<file path="src/rtl/fb_port_arbiter.sv">
// fb_port_arbiter: shares one frame-buffer RAM port between display reads and FIFO-buffered writes (define SCALE2X_EN for 2x scan)
module fb_port_arbiter #(
  parameter int bitsPixel = 8,
  parameter int imgWidth  = 320,
  parameter int imgHeight = 240,
  parameter int addrBits  = 17,
  parameter int fifoDepth = 4
) (
  input  logic                 clk,
  input  logic                 rst,
  input  logic                 i_DV,
  input  logic [bitsPixel-1:0] i_pixel,
  output logic                 o_wr_ready,
  input  logic                 i_rd_req,
  input  logic                 i_frame_start,
  output logic [addrBits-1:0]  o_ram_addr,
  output logic                 o_ram_we,
  output logic [bitsPixel-1:0] o_ram_wdata,
  input  logic [bitsPixel-1:0] i_ram_rdata,
  output logic [bitsPixel-1:0] o_pixel,
  output logic                 o_pixel_valid,
  output logic                 o_overflow,
  output logic                 o_frame_done
);
`ifdef SCALE2X_EN
  localparam int SX = 2;
`else
  localparam int SX = 1;
`endif
  localparam int XN = SX * imgWidth;
  localparam int YN = SX * imgHeight;
  localparam int XW = XN > 1 ? $clog2(XN) : 1;
  localparam int YW = YN > 1 ? $clog2(YN) : 1;
  localparam int PW = fifoDepth > 1 ? $clog2(fifoDepth) : 1;
  localparam logic [addrBits-1:0] LAST_A = addrBits'(imgWidth * imgHeight - 1);
  logic [bitsPixel-1:0] fifo [fifoDepth];
  logic [PW-1:0] wp, rp;
  logic [PW:0] cnt;
  logic [XW-1:0] out_x, cx, nx;
  logic [YW-1:0] out_y, cy, ny;
  logic [addrBits-1:0] row_base, rb, nrb, src_addr, wr_addr;
  logic rd_ram, push, pop, x_last, y_last;
  logic v1, v2, r1, r2;
  logic [bitsPixel-1:0] held;
  always_comb begin
    o_wr_ready = cnt < (PW+1)'(fifoDepth);
    push = i_DV && o_wr_ready;
    cx = i_frame_start ? '0 : out_x;
    cy = i_frame_start ? '0 : out_y;
    rb = i_frame_start ? '0 : row_base;
    src_addr = rb + addrBits'(cx >> (SX - 1));
    rd_ram = i_rd_req && (SX == 1 || !cx[0]);
    pop = !rd_ram && cnt != '0;
    x_last = cx == XW'(XN - 1);
    y_last = cy == YW'(YN - 1);
    nx = x_last ? '0 : cx + 1'b1;
    ny = !x_last ? cy : y_last ? '0 : cy + 1'b1;
    nrb = !x_last ? rb : y_last ? '0 : (SX == 1 || cy[0]) ? rb + addrBits'(imgWidth) : rb;
  end
  always_ff @(posedge clk)
    if (push) fifo[wp] <= i_pixel;
  // odd columns in 2x mode reuse the pixel held from the preceding even-column read
  always_ff @(posedge clk or posedge rst)
    if (rst) begin
      {wp, rp, cnt, out_x, out_y, row_base, wr_addr} <= '0;
      {o_ram_addr, o_ram_we, o_ram_wdata, o_pixel, o_pixel_valid, o_overflow, o_frame_done} <= '0;
      {v1, v2, r1, r2, held} <= '0;
    end else begin
      wp <= push ? wp + 1'b1 : wp;
      rp <= pop ? rp + 1'b1 : rp;
      cnt <= cnt + (PW+1)'(push) - (PW+1)'(pop);
      o_overflow <= o_overflow || (i_DV && !o_wr_ready);
      out_x <= i_rd_req ? nx : cx;
      out_y <= i_rd_req ? ny : cy;
      row_base <= i_rd_req ? nrb : rb;
      o_ram_we <= pop;
      o_ram_addr <= rd_ram ? src_addr : pop ? wr_addr : o_ram_addr;
      o_ram_wdata <= pop ? fifo[rp] : o_ram_wdata;
      o_frame_done <= pop && wr_addr == LAST_A;
      wr_addr <= !pop ? wr_addr : wr_addr == LAST_A ? '0 : wr_addr + 1'b1;
      v1 <= i_rd_req;
      r1 <= rd_ram;
      v2 <= v1;
      r2 <= r1;
      o_pixel_valid <= v2;
      o_pixel <= v2 ? (r2 ? i_ram_rdata : held) : o_pixel;
      held <= r2 ? i_ram_rdata : held;
    end
endmodule
</file>
<file path="config.mk">
export PLATFORM = sky130hd
export DESIGN_NAME = fb_port_arbiter
export DESIGN_NICKNAME = d
export VERILOG_FILES = /design/src/rtl/fb_port_arbiter.sv
export SDC_FILE = /design/constraint.sdc
export NUM_CORES = 1
export LEC_CHECK = 0
export ABC_AREA = 1
export CORE_ASPECT_RATIO = 0.5
export CORE_UTILIZATION = 54
export CTS_CLUSTER_DIAMETER = 200
export CTS_CLUSTER_SIZE = 24
export DETAILED_ROUTE_END_ITERATION = 8
export DONT_BUFFER_PORTS = 1
export GPL_TIMING_DRIVEN = 0
export HOLD_SLACK_MARGIN = 0.15
export MAX_ROUTING_LAYER = met4
export PLACE_DENSITY = 0.8
export SYNTH_ARGS = -nofsm -noshare
export SYNTH_HDL_FRONTEND = slang
export SYNTH_SLANG_ARGS = --single-unit
</file>
<file path="constraint.sdc">
create_clock -name clk -period 3.5 [get_ports clk]
set_input_delay 0.35 -clock clk [delete_from_list [all_inputs] [get_ports clk]]
set_output_delay 0.35 -clock clk [all_outputs]
set_load 0.01 [all_outputs]
</file>
==> qor.txt <==
Worst R2R Path Depth - 11
Setup CP Type - register to register
First-pass GRT wire length - 25.2 mm
H-tree depth - 4
Initial DRC Count - 399
Height of the die - 80.4 um
CP Launch Type - register
Final period util - 76.3%
Area leader, netlist - dfrtp_1
Top cell type's share of synthesized area - 36.6%
Crit path required time - 3840 ps
Unique masters post-synth - 46
Row count - 28
Non-filler instance count after layout - 996
Comb power frac - 17.0%
Vias - 5446
Critical path capture point type - register
Maximum VDD drop - 0.387 mV
TritonCTS clock tree - built
Layout Skew - 8.73 ps
Syn nets - 818
Final setup fails - 0
Slew HR - 42.8%
Critical path's largest stage delay - 400 ps
Residual DRC - 0
Most instantiated library cell after synthesis - nand2_1
Type of the most critical hold path - input port to register
R2R Path Start - cnt[2]
Post-synth top cells - 172 x nand2_1, 112 x nor2_1, 100 x inv_1
Hold Path Sink - out_x[1]
Achievable Freq - 374 MHz
Min-delay src - i_rd_req
Die footprint - 0.0128 mm2
Core Area - 0.0119 mm2
GPL Wtd Cong - 0.921
Vias per cell - 5.47
Reg2reg end - cnt[2]
Cells after Synth - 779
Clock Root Buffer - clkbuf_16
Initial Util - 55.9%
Total track usage - 26.4%
Hold slack - 164 ps
Inst Count DP - 945
Inserted Clock Buffers - 17
Crit path time final - 2670 ps
Avg Inst Size Synth - 8.52 um2
Largest delay share family, worst path - adder cells
Cell Chain, Critical Path - inv_1 -> nand2_1 -> nand2_2 -> clkinv_2 -> clkbuf_1 -> ha_1 -> inv_1 -> ha_1 -> fa_1 -> xnor2_1 -> xor2_1
Layout cells sized above 1 - 9.75%
CP max-delay cell - dfrtp_1
Final hold vios - 0
Mapped cell area - 0.00664 mm2
Psw - 1430 uW
TritonRoute pass-1 iters - 5
RSZ-0062 raised after global routing - no
Share of synthesized registers carrying an async set or reset - 75.2%
Clock-pin slew on the worst setup and hold paths - 60 ps
WL per Instance - 15.4 um
GR Overflow Total - 0
Slew of the pin with the lowest slew margin - 856 ps
Hold path depth - 3
Sequential Power Share - 44.0%
Clock Path Buffers - 2
Worst R2R Setup Slack - 830 ps
Die width - 159 um
Cts repair resizes - 0
Design internal power - 3110 uW
Synth warn - 0
Sw frac - 31.4%
Hpwl dp - 10.4 mm
Final wirelength - 15.4 mm
Sink Count - 129
Post-synthesis sequential area ratio - 51.1%
Ports - 59
Vias in the first global route - 5275
Largest net degree at the start of global routing - 58
Initial antenna violation count - 0
LEAKAGE - 0.00370 uW
Status - complete, no violations
Final slew viol count - 0
WP buf/inv - 4
ANT nets after route - 0
Clock latency at the later pin of the worst-skew pair - 420 ps
Layout area overhead - 15.2%
Yosys reg bits - 129
Diode count - 0
Crit path DAT - 3010 ps
Pwr Density - 594 mW/mm2
Crit-path max FO - 11
Port buffer count - 0
Predominant post-synthesis flop cell - dfrtp_1
Clock network power share - 39.0%
Synth area leaders - dfrtp_1 37%, edfxtp_1 14%, nand2_1 9.7%
EDFF count, synth - 32
Final #Nets - 857
Max-cap viol count - 0
-- tightest hold or removal path: stages --
cell,delay [ps]
nand3_4,100
nand2_1,60
inv_1,40
-- kinds of logic after synthesis --
| logic type | count (synthesis) | share of synthesized area [%] |
|---|---|---|
| DFF | 129 | 51.1 |
| adders and majority gates | 18 | 3.51 |
| xor gates and xnor gates | 14 | 1.85 |
| AOI/OAI and AO/OA | 91 | 7.64 |
| and+or+nand+nor | 395 | 27.0 |
| muxes | 8 | 1.36 |
| buffers and inverters | 124 | 7.58 |
-- worst max-delay path by stage --
stage	to	slack (ps)	start	depth (start not counted)
after floorplan	cnt[0]	620	rst	1
after global placement	o_pixel[2]	-430	rst	1
after detailed placement	cnt[2]	850	cnt[2]	11
after CTS	cnt[2]	820	cnt[2]	11
after global routing	cnt[2]	630	cnt[2]	11
final	cnt[2]	830	cnt[2]	11
-- through the flow --
step	total power, uW	instance area [um2]	TNS (ps)	util, %	worst slack [ps]
after CTS	4550	7650	0	64.4	820
after detailed placement	2770	6870	0	57.9	855
after global placement	2700	6840	-41440	57.6	-434
final	4540	7650	0	64.4	828
after floorplan	2530	6640	0	-	616
after global routing	4740	7650	0	64.4	626
-- registers in the layout (all words and copies together), names as in the netlist, 2 cells and up --
name,flops
cnt,3
fifo,32
o_pixel,8
o_ram_addr,17
o_ram_wdata,8
out_x,9
out_y,8
row_base,17
rp,2
wp,2
wr_addr,17
-- cell type report --
type | instances | area [um2]
multi-input cells | 526 | 2750
plain buffers | 18 | 98.8
well taps | 165 | 206
repair buffers | 20 | 218
inverters | 106 | 407
clock buffers | 18 | 429
flip-flops and latches | 129 | 3390
clock inverters | 14 | 155
fillers | 937 | 4230
-- repair_timing --
| item | CTS | global route |
|---|---|---|
| buffers inserted | 0 | 0 |
| hold buffers | 19 | 0 |
| endpoints found under the hold margin | 82 | 0 |
-- cell usage in the layout, fill, tap and decap left out, types with 2 or more instances in the layout --
| cell type | Yosys | final |
|---|---|---|
| a22o_1 | 2 | 2 |
| mux2_2 | 8 | 8 |
| dlygate4sd3_1 | 0 | 19 |
| nor3_2 | 2 | 2 |
| clkbuf_1 | 13 | 14 |
| xor2_1 | 9 | 9 |
| clkinv_2 | 1 | 3 |
| nand3_4 | 3 | 3 |
| inv_1 | 100 | 99 |
| nor3_1 | 10 | 10 |
| nor2_2 | 8 | 8 |
| dfrtp_1 | 97 | 97 |
| nor2_1 | 112 | 112 |
| o21ai_1 | 3 | 3 |
| nor2_8 | 3 | 3 |
| nor4_1 | 3 | 3 |
| a21oi_1 | 24 | 24 |
| buf_6 | 4 | 4 |
| inv_6 | 1 | 4 |
| clkbuf_16 | 0 | 17 |
| nand2_1 | 172 | 172 |
| o211ai_1 | 2 | 2 |
| edfxtp_1 | 32 | 32 |
| nand3b_1 | 2 | 2 |
| a211oi_1 | 3 | 3 |
| bufinv_16 | 0 | 2 |
| inv_2 | 4 | 4 |
| a31oi_1 | 9 | 9 |
| xnor2_1 | 5 | 5 |
| nor2_4 | 2 | 2 |
| nand4_1 | 7 | 7 |
| nand3_1 | 60 | 60 |
| clkinv_4 | 0 | 5 |
| ha_1 | 17 | 17 |
| nand2_2 | 6 | 6 |
| o21ai_0 | 41 | 41 |
-- power groups by stage --
stage,clock network [uW],registers (uW),logic (uW)
global placement,0,2010,693
finish,1770,2000,772
floorplan,0,1960,567
detailed placement,0,2020,752
global route,1840,2020,880
CTS,1780,2000,775
-- per-layer routing --
metal / share of wire, % / GRT usage, %
met3: 6.9 / 6.77
met1: 42 / 30.1
met4: 2.8 / 12.0
met2: 49 / 44.7
met5: 0 / -
(Power assumes the default switching activity.)
